==> config.mk <==
export PLATFORM = sky130hd
export DESIGN_NAME = ext_call_issuer
export DESIGN_NICKNAME = d
export VERILOG_FILES = /design/src/rtl/ext_call_pkg.sv /design/src/rtl/ext_call_pair_fifo.sv /design/src/rtl/ext_call_issuer.sv
export SDC_FILE = /design/constraint.sdc
export NUM_CORES = 1
export LEC_CHECK = 0
export CORE_MARGIN = 2
export CORE_UTILIZATION = 45
export CTS_CLUSTER_SIZE = 30
export DETAILED_ROUTE_END_ITERATION = 8
export PLACE_DENSITY_LB_ADDON = 0.05
export SLEW_MARGIN = 5
export SYNTH_ARGS = -nofsm -noshare
export SYNTH_HDL_FRONTEND = slang
export SYNTH_HIERARCHICAL = 1
export SYNTH_SLANG_ARGS = --single-unit
==> constraint.sdc <==
create_clock -name clk -period 7.3 [get_ports clk]
set_input_delay 1.095 -clock clk [delete_from_list [all_inputs] [get_ports clk]]
set_output_delay 1.095 -clock clk [all_outputs]
set_load 0.005 [all_outputs]
==> src/rtl/ext_call_pkg.sv <==
// Shared types and widths for the external-entry call issuer.
package ext_call_pkg;

  localparam int EXT_ARG_W  = 32;
  localparam int EXT_RES_W  = 64;
  localparam int EXT_PAIR_W = 2 * EXT_ARG_W;

  typedef enum logic [1:0] {
    ST_IDLE,
    ST_REQ,
    ST_RES,
    ST_OUT
  } state_e;

endpackage

==> src/rtl/ext_call_pair_fifo.sv <==
// DEPTH x 64 FIFO of {arg0, arg1} pairs; wrap-bit pointers decode full/empty.
module ext_call_pair_fifo
  import ext_call_pkg::*;
#(
  parameter int DEPTH = 4
) (
  input  logic                  clk,
  input  logic                  rst,
  input  logic                  push,
  input  logic [EXT_PAIR_W-1:0] push_data,
  input  logic                  pop,
  output logic                  full,
  output logic                  empty,
  output logic [EXT_PAIR_W-1:0] head
);

  localparam int AW = $clog2(DEPTH);

  logic [AW:0]           wr_ptr;
  logic [AW:0]           rd_ptr;
  logic [EXT_PAIR_W-1:0] mem [DEPTH];

  always_ff @(posedge clk or negedge rst) begin
    if (!rst) begin
      wr_ptr <= '0;
      rd_ptr <= '0;
    end else begin
      if (push && !full)  wr_ptr <= wr_ptr + 1'b1;
      if (pop  && !empty) rd_ptr <= rd_ptr + 1'b1;
    end
  end

  // NOTE: the storage array is deliberately not reset; only the pointers
  // define which entries are valid, and a reset net on the array buys nothing.
  always_ff @(posedge clk) begin
    if (push && !full) mem[wr_ptr[AW-1:0]] <= push_data;
  end

  assign empty = (wr_ptr == rd_ptr);
  assign full  = (wr_ptr[AW] != rd_ptr[AW]) && (wr_ptr[AW-1:0] == rd_ptr[AW-1:0]);
  assign head  = mem[rd_ptr[AW-1:0]];

endmodule

==> src/rtl/ext_call_issuer.sv <==
// Pairs argument words into calls, issues them one at a time to an external
// entry and registers each result. Optional counters under EXT_CALL_PERF_EN.
module ext_call_issuer
  import ext_call_pkg::*;
#(
  parameter int DEPTH = 4
) (
  input  logic                 clk,
  input  logic                 rst,
  input  logic                 in_valid,
  output logic                 in_ready,
  input  logic [EXT_ARG_W-1:0] in_data,
  output logic                 f_req_valid,
  input  logic                 f_req_ready,
  input  logic                 f_req_busy,
  output logic [EXT_ARG_W-1:0] f_req_0,
  output logic [EXT_ARG_W-1:0] f_req_1,
  input  logic                 f_res_valid,
  output logic                 f_res_ready,
  input  logic [EXT_RES_W-1:0] f_res_0,
  output logic                 out_valid,
  input  logic                 out_ready,
  output logic [EXT_RES_W-1:0] out_data,
`ifdef EXT_CALL_PERF_EN
  output logic [31:0]          perf_calls,
  output logic [31:0]          perf_wait,
`endif
  output logic                 busy
);

  state_e                state, state_d;
  logic                  half;
  logic [EXT_ARG_W-1:0]  held;
  logic                  accept, push, pop;
  logic                  fifo_full, fifo_empty;
  logic [EXT_PAIR_W-1:0] fifo_head;

  logic                  req_valid_d, res_ready_d, out_valid_d;
  logic [EXT_ARG_W-1:0]  req0_d, req1_d;
  logic [EXT_RES_W-1:0]  out_data_d;

  // Entry busy is informational only; the handshakes carry all flow control.
  logic unused_req_busy;
  assign unused_req_busy = f_req_busy;

  assign in_ready = !fifo_full;
  assign accept   = in_valid && in_ready;
  assign push     = accept && half;

  always_ff @(posedge clk or negedge rst) begin
    if (!rst) begin
      half <= 1'b0;
      held <= '0;
    end else if (accept) begin
      if (!half) begin
        held <= in_data;
        half <= 1'b1;
      end else begin
        half <= 1'b0;
      end
    end
  end

  ext_call_pair_fifo #(.DEPTH(DEPTH)) u_fifo (
    .clk       (clk),
    .rst       (rst),
    .push      (push),
    .push_data ({held, in_data}),
    .pop       (pop),
    .full      (fifo_full),
    .empty     (fifo_empty),
    .head      (fifo_head)
  );

  // NOTE: every combinational output gets a default before the case so no
  // path leaves it unassigned; otherwise a latch is inferred.
  always_comb begin
    state_d     = state;
    req_valid_d = f_req_valid;
    req0_d      = f_req_0;
    req1_d      = f_req_1;
    res_ready_d = f_res_ready;
    out_valid_d = out_valid;
    out_data_d  = out_data;
    pop         = 1'b0;
    unique case (state)
      ST_IDLE: if (!fifo_empty) begin
        req0_d      = fifo_head[EXT_PAIR_W-1 -: EXT_ARG_W];
        req1_d      = fifo_head[EXT_ARG_W-1:0];
        req_valid_d = 1'b1;
        state_d     = ST_REQ;
      end
      ST_REQ: if (f_req_ready) begin
        // The pair stays in the FIFO until the entry takes it.
        pop         = 1'b1;
        req_valid_d = 1'b0;
        res_ready_d = 1'b1;
        state_d     = ST_RES;
      end
      ST_RES: if (f_res_valid) begin
        out_data_d  = f_res_0;
        out_valid_d = 1'b1;
        res_ready_d = 1'b0;
        state_d     = ST_OUT;
      end
      ST_OUT: if (out_ready) begin
        out_valid_d = 1'b0;
        state_d     = ST_IDLE;
      end
      default: state_d = ST_IDLE;
    endcase
  end

  // NOTE: sequential state uses non-blocking assignments so every register
  // samples the pre-edge values regardless of statement order.
  always_ff @(posedge clk or negedge rst) begin
    if (!rst) begin
      state       <= ST_IDLE;
      f_req_valid <= 1'b0;
      f_req_0     <= '0;
      f_req_1     <= '0;
      f_res_ready <= 1'b0;
      out_valid   <= 1'b0;
      out_data    <= '0;
    end else begin
      state       <= state_d;
      f_req_valid <= req_valid_d;
      f_req_0     <= req0_d;
      f_req_1     <= req1_d;
      f_res_ready <= res_ready_d;
      out_valid   <= out_valid_d;
      out_data    <= out_data_d;
    end
  end

  assign busy = half || !fifo_empty || (state != ST_IDLE);

`ifdef EXT_CALL_PERF_EN
  always_ff @(posedge clk or negedge rst) begin
    if (!rst) begin
      perf_calls <= '0;
      perf_wait  <= '0;
    end else if (state == ST_RES) begin
      if (f_res_valid) perf_calls <= perf_calls + 32'd1;
      else             perf_wait  <= perf_wait + 32'd1;
    end
  end
`endif

endmodule

==> run_results.csv <==
group,metric,value,unit
finish,drive_above_1_share,0.291,
power_and_ir_drop,p_leak,7.35,nW
clocking,clockRootBuffer,"clkbuf_16",
finish,syn_to_final_growth,25.4,%
worst_setup_path,cpPeakStageDelay,0.86,ns
die,coreArea,0.0355,mm²
routing,first_pass_iters,4,
synth,synth-seq-cells,428,
synth,yosys.area_share.simple,0.0123,
clocking,insertion_delay,0.54,ns
routing,wire_per_inst,20.2,µm
sta,hold_viol,0,
worst_setup_path,crit_chain,"xnor2_1, and3_1, nand2_1, or2_2, clkdlybuf4s50_1",
clocking,cts.sinks,428,
sta,fin_tns_setup,0,ns
synth,yosysWarnings,6,
sta,period_minus_slack,4.41,ns
job,drv_cap,0,
synth,syn_inst,768,
placement,hpwl,17.5,mm
grt,grt_max_degree,74,
clocking,htreeDepth,2,
routing,ant_nets,0,
worst_setup_path,r2r_slack,3.68,ns
synth,synthMuxAreaShare,0.203,
die,num_io_pins,236,
clocking,cts_buffers,46,
grt,antenna_found_initial,1,
sta,max_freq,227,MHz
sta,finClkSkew,0.0140,ns
power_and_ir_drop,irDropWorstVdd,224,µV
placement,gp_congestion,0.715,
placement,placed_cell_area,0.0189,mm²
worst_setup_path,reg2reg_to,"f_req_0[11]",
sta,tightest_slew,1.07,ns
grt,grt_overflow_total,0,
worst_setup_path,ff2ff_path_depth,5,
clocking,cts_tree,"done",
clocking,clockBufferDepth,3,
placement,portBuffers,234,
worst_setup_path,path_class,"flop to output port",
sta,min_period_over_period,0.604,
worst_setup_path,crit_buf_inv,1,
routing,drt-initial-drc-count,302,
synth,synth_area,0.0162,mm²
synth,synth_top_family_by_area,"multiplexers",
routing,viasPerCell,5.10,
grt,grt_pass1_wl,48.6,mm
grt,grt_util_all_layers,0.167,
hold_path,hold_end,"out_data[36]",
synth,syn_avg_cell_area,21.1,µm²
die,initial_core_util,0.456,
synth,synthAdderAreaFrac,0.00850,
clocking,clk_pin_slew,0.06,ns
finish,final_cell_area,0.0203,mm²
synth,synthArstFlopShare,0.402,
clocking,post_cts_resized,0,
synth,synth_edf_count,256,
worst_setup_path,worstPathRequired,6.20,ns
finish,nNetsFinal,1142,
synth,syn_nets,882,
die,die_height,194,µm
synth,synth-xor-area-share,0.00526,
sta,finalSetupViolations,0,
routing,wl,30.8,mm
clocking,cts_hold_buf,0,
routing,vias,7789,
synth,ys_seq_area_frac,0.741,
worst_setup_path,start_kind,"flop",
die,dieArea,0.0375,mm²
status,outcome,"completed",
die,die_x,194,µm
worst_setup_path,path_delay_family,"XOR/XNOR gates",
worst_setup_path,critPathCaptureType,"output port",
sta,max_slew_margin,0.283,
worst_setup_path,cp_data_arrival_time,3.31,ns
power_and_ir_drop,cellPowerDensity,429,mW/mm²
synth,synth_cell_types,40,
finish,seqCellArea,0.0120,mm²
synth,synth_ff_type,"edfxtp_1",
power_and_ir_drop,finalPower,8.70,mW
worst_setup_path,cp.depth,5,
finish,fillers,2755,
synth,synth-compound-area-share,0.00819,
sta,rsz0062_at_grt,"false",
hold_path,worstHoldStart,"out_data[36]",
hold_path,min_path_type,"flop to flop",
worst_setup_path,cp_max_fo,29,
worst_setup_path,r2r-start,"u_fifo/rd_ptr[0]",
worst_setup_path,cpMaxStageDelayCell,"xnor2_1",
die,row_count,69,
clocking,cts_setup_buffers,0,
finish,multi_input_area,0.00386,mm²
grt,first_global_vias,8202,
hold_path,min_path_cells,1,
routing,drt_drc_violations_left,0,
sta,maxSlewViolCount,0,
## registers in the layout, summed over array words and instances (netlist names)
name,flops
f_req_0,32
held,32
out_data,64
f_req_valid,1
out_valid,1
u_fifo/mem,256
u_fifo/wr_ptr,3
half,1
f_res_ready,1
state,2
f_req_1,32
u_fifo/rd_ptr,3
## synth_stat cells, types with 4 or more instances
library cell | count | area share
ha_1 | 11 | 0.0085
dfrtp_1 | 172 | 0.27
mux2_2 | 154 | 0.11
and2_1 | 4 | 0.0015
buf_6 | 15 | 0.010
nor2_1 | 5 | 0.0012
nand3_1 | 4 | 0.0012
mux2_4 | 5 | 0.0046
edfxtp_1 | 256 | 0.47
nand2_1 | 5 | 0.0012
nand2b_1 | 6 | 0.0023
inv_1 | 10 | 0.0023
buf_2 | 6 | 0.0019
mux4_2 | 64 | 0.089
clkbuf_8 | 6 | 0.0051
xnor2_1 | 4 | 0.0022
## stage by stage
step	setup WS [ns]	hold WS [ns]	std cells	util
2_1_floorplan	3.78	0.469	768	-
3_3_place_gp	3.42	0.486	1441	0.533
3_5_place_dp	3.42	0.493	1441	0.533
4_1_cts	2.82	0.506	1525	0.572
5_1_grt	2.64	0.512	1525	0.572
6_report	2.89	0.502	1526	0.572
## logic make-up (layout without fill, tap and decap cells)
| logic type | count (synthesis) | count (layout) |
|---|---|---|
| other cells | 0 | 1 |
| fa+ha+maj | 11 | 11 |
| compound gates | 17 | 17 |
| simple gates | 35 | 35 |
| buf+inv | 42 | 338 |
| mux | 227 | 227 |
| xor+xnor | 8 | 8 |
| flops | 428 | 428 |
## how the worst max path moves through the flow
stage | from | to | slack (ns)
finish | u_fifo/rd_ptr[0] | busy | 2.89
global route | u_fifo/rd_ptr[0] | busy | 2.64
CTS | u_fifo/rd_ptr[0] | busy | 2.82
global placement | u_fifo/rd_ptr[0] | busy | 3.42
floorplan | in_valid | u_fifo/mem[0][0] | 3.78
detailed placement | u_fifo/rd_ptr[0] | busy | 3.42
## routing by layer
layer	track usage	wire, µm	up-vias
li1	-	-	3521
met4	0.0472	697	0
met5	0	0	-
met3	0.0327	1240	52
met1	0.221	13400	4057
met2	0.283	15500	159
## layout make-up
| class | instances | share of cell area |
|---|---|---|
| antenna | 1 | 0.000123 |
| clock buffer | 74 | 0.0654 |
| clock inverter | 10 | 0.00333 |
| inverter | 10 | 0.00185 |
| multi-input combinational | 298 | 0.190 |
| sequential | 428 | 0.591 |
| tap | 461 | 0.0284 |
| timing repair buffer | 244 | 0.119 |
## power breakdown
part           total (mW)  internal, mW  switching (mW)
Sequential           3.86          3.44           0.420
Clock                2.14          1.25           0.891
Combinational        2.71          1.67            1.03
Total                8.70          6.35            2.34
## cells in the final DEF, fill, tap and decap left out, types with 3 or more instances in the layout
master	n
a21o_1	3
a21oi_1	3
and2_4	3
and3_1	3
buf_4	10
clkbuf_1	22
clkbuf_16	47
clkbuf_8	6
clkdlybuf4s50_1	233
clkinv_2	4
dfrtp_1	170
edfxtp_1	256
ha_1	11
inv_1	10
mux2_2	154
mux2_4	5
mux4_2	64
nand2_1	5
nand2b_1	6
nand3_1	4
nor2_1	5
o21ai_0	3
xnor2_1	4
No activity file was read; power rests on OpenSTA's default activity.
==> RTL change 1, RTL diff (config.mk and constraints unchanged) <==
Re-encode `state_e` (4 states) as one-hot, 4 bits wide.
--- a/src/rtl/ext_call_pkg.sv
+++ b/src/rtl/ext_call_pkg.sv
@@ -7,7 +7,7 @@
 
-  typedef enum logic [1:0] {
-    ST_IDLE,
-    ST_REQ,
-    ST_RES,
-    ST_OUT
+  typedef enum logic [3:0] {
+    ST_IDLE = 4'b0001,
+    ST_REQ  = 4'b0010,
+    ST_RES  = 4'b0100,
+    ST_OUT  = 4'b1000
   } state_e;
Formal check against the unedited RTL: no difference found for any inputs over 4 cycles, from zero or initial values and one cycle with rst low; so few cycles prove little.
==> RTL change 1 against the unedited design <==
  * Via count decreased by 0.22%
  * Synthesized cell count is 0.91% lower
  * Total power is 1.6% higher
  * Die area rose by 1.4%
  * Sequential cell count increased by 2
  * Synthesized area up 1.4%
  * Routed wire length is 4.6% higher
  * Global-route usage up 0.56 points
  * Design area grew 1.7%
  * Worst setup slack gained 410 ps
  * Clock power increased by 5%
  * Hold slack got worse by 18 ps
  * Critical path type unchanged
==> RTL change 1: results (changes against the unedited design) <==
Pleak - 7.87 nW (+7.1%)
antenna cells - 0 (-1)
global-route wire length before repair - 50400 um (+3.7%)
Async SR Flop Fraction - 40.5% (+0.28 points)
routed len/inst - 21.2 um (+5.1%)
Netlist cell types - 39 (-2.5%)
adder-cell share of the synthesized area - 0.381% (-0.47 points)
Post-synth EDFFs - 256 (unchanged)
HP Class - reg -> reg
Fill cells - 2782 (+0.98%)
most frequent cells after synthesis - edfxtp_1 (256), dfrtp_1 (173), mux2_4 (87), mux2_2 (73), mux4_2 (64)
XOR/XNOR Fraction of Synth Area - 0.518% (-0.0074 points)
syn avg cell area - 21.6 um^2 (+2.4%)
via count - 7772 (-0.22%)
share of layout cells above drive strength 1 - 29.5% (+0.38 points)
clock slew at reported path FFs - 60 ps (about the same)
maximum VDD drop - 206 uV (-8.0%)
Post-CTS Setup Inserts - 0 (unchanged)
largest net degree at the start of global routing - 67 (-9.5%)
nets - 1128 (-1.2%)
root buffer cell - clkbuf_16
WP data arrival - 2900 ps (-410 ps)
main area contributors after synthesis - edfxtp_1 (47%), dfrtp_1 (26%), mux4_2 (8.8%)
initial antenna violation count - 1 (unchanged)
GRT Util Overall - 17.3% (+0.56 points)
status - finished, final reports clean
sequential cell area fraction in the yosys report - 73.4% (-0.73 points)
Synth Area in Compound Gates - 0.800% (-0.019 points)
Critical Path Fanout Max - 31 (+6.9%)
total CTS buffers - 45 (-2.2%)
clk_skew - 11.4 ps (-2.61 ps)
CTS max path bufs - 3 (unchanged)
Mapped Nets - 869 (-1.5%)
Clock Latency Late Sink - 550 ps
Least-Margin Pin Slew - 1120 ps (+47.9 ps)
RD Place Congestion - 0.727 (+1.7%)
Final HPWL DP - 18300 um (+4.2%)
buffers added on ports - 234 (unchanged)
starting DRC count in detailed routing - 275 (-8.9%)
Final Non-Filler Cells - 1518 (-0.52%)
post-synthesis mux area share - 21.7% (+1.4 points)
Placed Cells - 1434 (-0.49%)
Synth Warn # - 6 (unchanged)
number of H-tree levels - 2 (unchanged)
max reg flops - 256 (unchanged)
vias in the first global route - 8385 (+2.2%)
cts repair resizes - 0 (unchanged)
==> RTL change 1: cell count changes after synthesis, moves of 3 or more <==
cell	before	now
buf_2	6	12
clkbuf_8	6	0
ha_1	11	5
mux2_2	154	73
inv_1	10	7
mux2_4	5	87
==> RTL change 1: cell type report <==
type / instances / area, um^2 / area share [%]
Inverter: 7 / 26.3 / 0.127
Timing Repair Buffer: 245 / 2430 / 11.8
Clock inverter: 19 / 190 / 0.921
Sequential cell: 430 / 12100 / 58.4
Clock buffer: 65 / 1260 / 6.12
Tap cell: 461 / 577 / 2.79
Multi-Input combinational cell: 291 / 4110 / 19.9
==> RTL change 1: cell families after synthesis <==
logic type                 after synthesis
adders and majority gates                5
muxes                                  224
AOI/OAI and AO/OA                       18
and+or+nand+nor                         36
DFF                                    430
xor gates and xnor gates                 8
buffers and inverters                   40
==> RTL change 1: path summary, 6_finish.rpt <==
path	start	end	slack (ps)	depth (start not counted)
worst max register to register	u_fifo/rd_ptr[0]	u_fifo/mem[1][54]	3890	10
max in group asynchronous	rst	f_req_1[20]	5490	2
worst min-delay path	f_res_ready	f_res_ready	480	1
worst min register to register	f_res_ready	f_res_ready	480	1
worst max-delay path	u_fifo/rd_ptr[0]	busy	3300	6
min in group asynchronous	rst	out_data[14]	530	1
==> RTL change 1: metal layers <==
metal	GRT usage [%]	wire length, um	vias up
li1	-	-	3492
met1	24.3	15000	4016
met2	27.3	14900	226
met3	4.39	1870	36
met4	4.04	429	2
met5	0	13	-
==> RTL change 1: report_power, final <==
part	total (W)	switching (W)	internal [W]
combinational	0.00276	0.000994	0.00177
sequential	0.00384	0.000447	0.00339
clock	0.00224	0.000892	0.00134
total	0.00883	0.00233	0.00650
==> RTL change 1: through the flow <==
stage	worst slack (ps)	power [W]	area (um^2)	hold WS, ps	utilization [%]
after CTS	3190	0.00899	20600	492	57.8
after global placement	3630	0.00667	19200	477	53.7
final	3300	0.00883	20600	484	57.8
after global routing	3080	0.00931	20600	502	57.8
after detailed placement	3630	0.00672	19200	479	53.7
after floorplan	3780	0.00554	16400	472	-
==> RTL change 1: critical path, stage by stage, from the launching register on <==
cell	delay, ps
dfrtp_4	870
xnor2_1	190
buf_4	210
and3_1	200
nor4bb_1	270
nand2_1	100
clkdlybuf4s50_1	520
==> RTL change 2, RTL diff (same settings) <==
Without the edit above. Build with the macro `EXT_CALL_PERF_EN` defined.
--- a/src/rtl/ext_call_issuer.sv
+++ b/src/rtl/ext_call_issuer.sv
@@ -2,2 +2,4 @@
 // entry and registers each result. Optional counters under EXT_CALL_PERF_EN.
+`define EXT_CALL_PERF_EN
+
 module ext_call_issuer
Behaviour (old outputs only; new: perf_calls and perf_wait): same outputs for any inputs over 4 cycles, from zero or initial values and one cycle with rst low; that may be too few to reach the edited logic, so the function may still have changed.
==> RTL change 2 against the unedited design <==
  * Sequential cell count increased by 64
  * Sequential power rose by 11%
  * Total power increased by 12%
  * Routed wire length is 28% higher
  * Largest cell class unchanged
  * Register-to-register slack better by 190 ps
  * Worst setup slack better by 160 ps
  * Synthesized area up 17%
  * Die area increased by 17%
  * Final cell count is 27% higher
  * Highest routed layer unchanged
  * Sequential share of layout area fell by 3.1 points
  * Design area up 20%
==> RTL change 2: results (changes against the unedited design) <==
Clock Latency Late Sink - 590 ps (+50 ps)
Critical Path Fanout Max - 35 (+21%)
Vias/cell - 5.17 (+1.2%)
nets - 1463 (+28%)
sequential cell area fraction in the yosys report - 71.5% (-2.6 points)
Worst path max stage delay - 830 ps (-30 ps)
clock slew at reported path FFs - 70 ps
1st-pass router iterations - 4 (unchanged)
Async SR Flop Fraction - 48.0% (+7.8 points)
main area contributors after synthesis - edfxtp_1 (40%), dfrtp_1 (31%), mux2_2 (9.7%)
starting DRC count in detailed routing - 596 (+97%)
Post-synth EDFFs - 256 (unchanged)
routed len/inst - 20.5 um (+1.4%)
Top delay family on crit path - simple AND/OR/NAND/NOR gates
Slew headroom - 26.1% (-2.2 points)
Hold Buf Count CTS - 0 (unchanged)
RD Place Congestion - 0.780 (+9.1%)
GRT Util Overall - 18.4% (+1.7 points)
largest net degree at the start of global routing - 158 (+110%)
HP Class - reg -> reg
Post-CTS Setup Inserts - 0 (unchanged)
root buffer cell - clkbuf_16
Worst Path Required - 6200 ps (about the same)
Final HPWL DP - 23700 um (+35%)
Netlist cell types - 48 (+20%)
CP max stage cell - dfrtp_4
cts repair resizes - 0 (unchanged)
final hold vios - 0 (unchanged)
status - finished, final reports clean
total CTS buffers - 52 (+13%)
share of layout cells above drive strength 1 - 24.7% (-4.4 points)
placed inst area - 22600 um^2 (+19%)
Pleak - 9.01 nW (+23%)
maximum VDD drop - 235 uV (+4.9%)
Synth Warn # - 6 (unchanged)
number of H-tree levels - 2 (unchanged)
buffers added on ports - 298 (+27%)
max reg flops - 256 (unchanged)
pre-CTS setup slack - 3670 ps (+254 ps)
vias in the first global route - 10724 (+31%)
CTS max path bufs - 3 (unchanged)
initial antenna violation count - 1 (unchanged)
Fill cells - 3255 (+18%)
Mapped Nets - 1142 (+29%)
most frequent cells after synthesis - edfxtp_1 (256), dfrtp_1 (236), mux2_2 (163), mux4_2 (64), xnor2_1 (49)
clk_skew - 23.8 ps (+9.80 ps)
global-route wire length before repair - 62200 um (+28%)
==> RTL change 2: final timing paths <==
kind                             startpoint                 to  slack [ps]  cells past startpoint
max reg2reg                u_fifo/rd_ptr[1]  u_fifo/mem[2][50]        3870                      7
max in group asynchronous               rst   u_fifo/rd_ptr[0]        5230                      2
min                          perf_calls[31]     perf_calls[31]         470                      1
min reg2reg                  perf_calls[31]     perf_calls[31]         470                      1
min in group asynchronous               rst        f_req_1[13]         490                      1
max                        u_fifo/rd_ptr[1]               busy        3060                      5
==> RTL change 2: final cells by class <==
| type | count | share of cell area, % |
|---|---|---|
| flip-flops and latches | 492 | 56.0 |
| clock buffers | 72 | 6.05 |
| inverters | 13 | 0.201 |
| diodes | 2 | 0.0206 |
| multi-input cells | 481 | 21.2 |
| repair buffers | 308 | 12.7 |
| well taps | 539 | 2.78 |
| clock inverters | 25 | 1.07 |
==> RTL change 2: kinds of logic after synthesis <==
logic type / share of synthesized area, %
DFF: 71.5
adders and majority gates: 0.790
buffers and inverters: 1.53
AOI/OAI and AO/OA: 0.612
xor gates and xnor gates: 3.40
and+or+nand+nor: 4.90
muxes: 17.2
==> RTL change 2: power by group <==
part	internal (W)	switching [W]	total, W	leakage [nW]
sequential	0.00381	0.000468	0.00428	5.22
clock	0.00158	0.00106	0.00264	0.839
combinational	0.00170	0.00110	0.00280	2.96
==> RTL change 2: through the flow <==
| stage | instances | total power, W | util, % |
|---|---|---|---|
| after detailed placement | 1833 | 0.00720 | 53.9 |
| after global placement | 1833 | 0.00714 | 53.9 |
| final | 1932 | 0.00972 | 58.0 |
| after floorplan | 1027 | 0.00579 | - |
| after global routing | 1931 | 0.0102 | 58.0 |
| after CTS | 1930 | 0.00987 | 58.0 |
==> RTL change 2: metal layers <==
metal	GRT usage (%)	up-vias	wire, um
li1	-	4550	-
met1	24.7	5139	17400
met2	30.2	226	19200
met3	3.83	65	2070
met4	6.26	0	951
met5	0	-	0
